<file path="src/rtl/seq_mult.sv">
// Sequential radix-2 shift-add multiplier with valid/ready handshakes on both sides.
// Signed operands are multiplied as magnitudes and the product sign is applied on completion.
module seq_mult #(
    parameter int WIDTH     = 8,
    parameter bit SIGNED_EN = 1'b1
) (
    input  logic               clk,
    input  logic               rst,
    input  logic               in_valid,
    output logic               in_ready,
    input  logic [WIDTH-1:0]   a,
    input  logic [WIDTH-1:0]   b,
    input  logic               signed_mode,
    output logic               out_valid,
    input  logic               out_ready,
    output logic [2*WIDTH-1:0] p,
    output logic               busy
);

    localparam int CNT_W = $clog2(WIDTH + 1);

    localparam logic [1:0] IDLE = 2'd0;
    localparam logic [1:0] CALC = 2'd1;
    localparam logic [1:0] DONE = 2'd2;

    logic [1:0]         state;
    logic [WIDTH-1:0]   mcand;
    logic [2*WIDTH-1:0] acc;
    logic [CNT_W-1:0]   count;
    logic               neg;

    logic               use_signed;
    logic [WIDTH-1:0]   mag_a;
    logic [WIDTH-1:0]   mag_b;
    logic [WIDTH:0]     sum;
    logic [2*WIDTH-1:0] next_acc;
    logic [2*WIDTH-1:0] product;
    logic               last_iter;

    // Upper half of acc accumulates partial products; lower half holds the multiplier shifting out.
    always_comb begin
        use_signed = signed_mode & SIGNED_EN;
        mag_a      = (use_signed && a[WIDTH-1]) ? -a : a;
        mag_b      = (use_signed && b[WIDTH-1]) ? -b : b;
        sum        = {1'b0, acc[2*WIDTH-1:WIDTH]} + (acc[0] ? {1'b0, mcand} : '0);
        next_acc   = {sum, acc[WIDTH-1:1]};
        product    = neg ? -next_acc : next_acc;
        last_iter  = (count == CNT_W'(1));
    end

    always_ff @(posedge clk) begin
        if (rst) begin
            state <= IDLE;
            mcand <= '0;
            acc   <= '0;
            count <= '0;
            neg   <= 1'b0;
            p     <= '0;
        end else begin
            case (state)
                IDLE: begin
                    if (in_valid) begin
                        mcand <= mag_a;
                        acc   <= {{WIDTH{1'b0}}, mag_b};
                        count <= CNT_W'(WIDTH);
                        neg   <= use_signed & (a[WIDTH-1] ^ b[WIDTH-1]);
                        state <= CALC;
                    end
                end
                CALC: begin
                    acc   <= next_acc;
                    count <= count - CNT_W'(1);
                    if (last_iter) begin
                        p     <= product;
                        state <= DONE;
                    end
                end
                DONE: begin
                    if (out_ready) begin
                        state <= IDLE;
                    end
                end
                default: state <= IDLE;
            endcase
        end
    end

    assign in_ready  = (state == IDLE);
    assign out_valid = (state == DONE);
    assign busy      = (state != IDLE);

endmodule

</file>
<file path="config.mk">
export PLATFORM = sky130hd
export DESIGN_NAME = seq_mult
export DESIGN_NICKNAME = d
export VERILOG_FILES = /design/src/rtl/seq_mult.sv
export SDC_FILE = /design/constraint.sdc
export NUM_CORES = 1
export LEC_CHECK = 0
export ABC_AREA = 1
export BUFFER_PORTS_ARGS = -buffer_cell sky130_fd_sc_hd__buf_2
export CAP_MARGIN = 30
export CORE_MARGIN = 4
export CORE_UTILIZATION = 56
export DETAILED_ROUTE_END_ITERATION = 6
export PLACE_DENSITY = 0.81
export SLEW_MARGIN = 20
export SYNTH_ARGS = -nofsm -noshare
export SYNTH_HDL_FRONTEND = slang
export SYNTH_SLANG_ARGS = --single-unit
</file>
<file path="constraint.sdc">
create_clock -name clk -period 5 [get_ports clk]
set_input_delay 0 -clock clk [delete_from_list [all_inputs] [get_ports clk]]
set_output_delay 0 -clock clk [all_outputs]
set_load 0.05 [all_outputs]
</file>
Word level (Yosys, flattened, before mapping)
Index checks and enable logic that the tools add are counted.
{ "totals": {"ff_bits": 47, "inputBits": 21, "out_inout_bits": 19, "wordCells": 40} }
{ "op_classes": {"add_sub_neg": 5, "n_eq_ne": 6, "mux": 12, "n_bitwise": 2, "n_reduce_logical": 9} }
{ "op_table": {"columns": ["op", "n"], "rows": [
  ["two-way mux 16 bit", 2],
  ["one-hot mux 16 bit (2 select lines)", 1],
  ["two-way mux 8 bit", 3],
  ["negator 16 bit", 1],
  ["negator 8 bit", 2],
  ["adder 8 x 8 -> 9 bit", 1],
  ["one-hot mux 4 bit (2 select lines)", 1],
  ["two-way mux 2 bit", 3],
  ["one-hot mux 2 bit (3 select lines)", 1],
  ["AND reduction 2 bit", 3],
  ["== test 4 x 1 -> 1 bit, second input constant", 1],
  ["two-way mux 4 bit", 1],
  ["!= test 2 bit, second input constant", 2],
  ["nonzero test 2 bit", 2],
  ["subtractor 4 x 1 -> 4 bit, second input constant", 1],
  ["AND reduction 3 bit", 1],
  ["== test 2 x 1 -> 1 bit, second input constant", 1],
  ["== test 2 bit, second input constant", 1],
  ["logical AND 1 bit", 2],
  ["logical NOT 2 bit", 1],
  ["!= test 2 x 1 -> 1 bit, second input constant", 1],
  ["bitwise AND 1 bit", 1],
  ["bitwise XOR 1 bit", 1]
]} }

Logic depth before layout (Yosys ltp)
{ "depth": {"ltp_word": 4, "depth_mapped": 18, "depth_no_buf": 17} }

Worst setup path after synthesis
No wires, ideal clock.
{ "synth_path": {"kind": "register to register", "start": "reg acc[0]", "end": "reg p[15]", "setup_time_ns": 0.109, "t_arrival_ns": 2.055, "path_slack_ns": 2.836, "path_stages_with_launch": 16, "path_buffers": 1, "synth_period_minus_slack_ns": 2.164, "cell_sequence": "dfxtp_1 -> clkbuf_1 -> nand2_1 -> inv_1 -> ha_1 -> fa_1 -> nor2_1 -> nand2_1 -> nor3_1 -> nand3_1 -> nor2_1 -> nand2_1 -> nand3_1 -> nand3_1 -> nand2_1 -> inv_1"} }
{ "synth_between": {"elab_chain_len": 4} }
{ "synth_lines": {"columns": ["item", "line", "rtl"], "rows": [
  ["start, declared", "28", "logic [2*WIDTH-1:0] acc;"],
  ["start signal, assigned", "64", "acc <= {{WIDTH{1'b0}}, mag_b};"],
  ["start signal, assigned", "71", "acc <= next_acc;"],
  ["two-way mux 8 bit *", "45", "sum = {1'b0, acc[2*WIDTH-1:WIDTH]} + (acc[0] ? {1'b0, mcand} : '0);"],
  ["adder 8 x 8 -> 9 bit *", "45", null],
  ["negator 16 bit", "47", "product = neg ? -next_acc : next_acc;"],
  ["two-way mux 16 bit *", "47", null],
  ["end signal, assigned", "74", "p <= product;"],
  ["end, declared", "16", "output logic [2*WIDTH-1:0] p,"]
]} }
Mark *: on every way between the ends. The rest lies on a longest branch, timed or not.
A chain may end at the register's enable or synchronous reset.

Worst setup path after layout
Same ends and word-level chain as after synthesis.

==> metrics <==
Clk pin slew, worst setup/hold paths 80 ps; CTS tree built; Clock Power Share 28.6%; via count 2857; post-cts sizing count 0; Power per Cell Area 267 nW/um^2; most frequent cells in the layout nand2_1 (111), inv_1 (59), dfxtp_1 (47); crit path DAT 2460 ps; Sw Ratio 32.3%; CP most frequent cell nand2_1; post-synthesis cell area 2950 sq um; CTS max path bufs 2; Detailed Place HPWL 4820 um; wire length per cell 11.8 um; H-tree levels 2; Logic pwr share 23.4%; CP Data Required Time 5200 ps; Via density 5.25; commonest non-fill, non-tap cell in the layout nand2_1; crit path from acc[0]; count of cell types in the netlist 36; ANT cells 0; CORE AREA 5110 sq um; fmax 443 MHz; Critical Path End Type register; Worst path max stage delay 470 ps; initial antenna violation count 0; Skew-Pair Late Insertion Delay 290 ps; Layout Area Growth over Synthesis 11.1%; Ys Warns 0; final setup margin 2740 ps; Rows 26; WHS Path Cells 3; Total GRT Usage 21.1%; Int Power 0.591 mW; R2R cell count 14; setup TNS 0 ps; Syn Inst Count 439; status complete, no violations; sequence of cells on the critical path nand2_1 -> inv_1 -> ha_1 -> fa_1 -> nor2_1 -> nand2_1 -> nor3_1 -> nand3_1 -> nor2_1 -> nand2_1 -> nand3_1 -> nand3_1 -> nand2_1 -> inv_1; Initial Util 57.7%; Root Buffer clkbuf_8; port bufs 39; slew of the pin with the lowest slew margin 586 ps; Final Hold Vio Count 0; area occupied by multi-input gates 1680 sq um; I/O Pins 40; post-synthesis register bit count 47; first-pass GRT wire length 11000 um; Synth Flop Type dfxtp_1; Psw 0.282 mW; die area 6490 sq um; fill cell count 480; Worst R2R End p[15]; Die H 80.5 um; utilization after layout 64.1%; sequential fraction of design power 48.1%; drt drc 0; vias in the first global route 2561; final setup vio count 0; WS Path Type register to register; RSZ-0062 raised after global routing false; Worst path slowest cell fa_1; Slew HR 60.9%; worst vdd ir 0.000158 V; syn avg cell area 6.71 sq um; Final Skew 1.88 ps; number of synthesized flops with an enable pin 0; gr ovfl total 0; Setup crit end p[15]; Detailed Route Iter0 Violations 170; register area 941 sq um; ANT nets after route 0; Critical Path Fanout Max 9; share of layout cells above drive strength 1 14.6%; # clock sinks 47; Die X 80.5 um; Slew Viols, Final 0; total routed wirelength 6440 um; R2R Setup Slk 2740 ps; TritonCTS buffer count 5; P_leak 1.65 nW; crit path time final 2260 ps; Max Cap Viol 0; syn nets 474; total iterations of the first detailed-routing run 4; sequential area share after synthesis 31.9%; Final #Nets 508; pre-CTS setup slack 2760 ps; startpoint class of the critical path register; reg2reg start acc[0]; GPL Wtd Cong 0.871; min-delay worst type input port to register; Tcrit/Tclk final 45.1%; asr flop ratio synth 0%; largest net degree at the start of global routing 28
-- routing by layer --
layer  share of wire, %  vias to the layer above  global-route usage (%)
li1                   -                     1492                       -
met1                 46                     1279                    27.1
met2                 46                       79                    36.0
met3                5.8                        7                    3.25
met4                1.3                        0                    6.59
met5                  0                        -                       0
-- area by class of cell --
class | count | area share (%)
well taps | 70 | 2.67
repair buffers | 43 | 7.22
clock buffers | 7 | 2.94
inverters | 61 | 6.99
clock inverters | 1 | 0.229
flip-flops and latches | 47 | 28.7
multi-input cells | 315 | 51.2
-- power by group through the flow --
stage | sequential (mW) | combinational (mW) | clock, mW
global placement | 0.427 | 0.195 | 0
detailed placement | 0.428 | 0.200 | 0
finish | 0.420 | 0.204 | 0.250
global route | 0.424 | 0.231 | 0.271
floorplan | 0.436 | 0.151 | 0
CTS | 0.420 | 0.204 | 0.255
-- sequential cells by signal (all words and copies together), names as in the netlist --
register  cells
acc          16
p            16
neg           1
state         2
mcand         8
count         4
-- Yosys cell counts, drive strengths merged, types with 2 or more instances --
cell type / instances / share of area [%]
xnor2: 2 / 0.59
o31ai: 3 / 0.76
buf: 10 / 2.6
nand3: 43 / 8.3
a211oi: 3 / 0.76
a21oi: 37 / 6.3
o21ai: 28 / 4.9
dfxtp: 47 / 32
inv: 61 / 7.8
clkbuf: 6 / 0.81
o221ai: 3 / 0.89
nor2: 33 / 4.7
ha: 13 / 5.5
xor2: 13 / 3.9
a31oi: 7 / 1.5
nor3: 5 / 1.0
nand2: 117 / 15
-- what timing repair did --
item / in CTS / in global routing
hold buffers: 3 / 0
hold endpoints to repair: 3 / 0
buffers inserted: 0 / 0
-- logic make-up (layout without fill, tap and decap cells) --
kind of cell,after synthesis,in the layout,synth area share [%]
AND/OR/NAND/NOR,201,201,30.1
AO/OA/AOI/OAI,85,85,16.1
flip-flops,47,47,31.9
XOR/XNOR,15,15,4.46
adder cells (fa/ha/maj),14,14,6.20
buffers and inverters,77,112,11.2
-- critical path: cells and delay by family (launching register included) --
kind | cells | cell delay [ps]
adders and majority gates | 2 | 670
buffers and inverters | 2 | 90
and+or+nand+nor | 10 | 950
DFF | 1 | 460
-- worst min path at each step --
stage / start / to
4_1_cts: a[1] / mcand[1]
6_report: a[1] / mcand[1]
3_3_place_gp: a[0] / mcand[0]
2_1_floorplan: a[7] / mcand[7]
5_1_grt: a[3] / mcand[3]
3_5_place_dp: a[0] / mcand[0]
-- stage by stage --
stage	instances	instance area [sq um]	total power, mW	hold slack [ps]
finish	544	3270	0.874	19.5
CTS	544	3270	0.879	4.84
detailed placement	533	3140	0.628	296
floorplan	439	2950	0.586	141
global route	544	3270	0.926	40.1
global placement	532	3130	0.622	275
(Power assumes the default switching activity.)
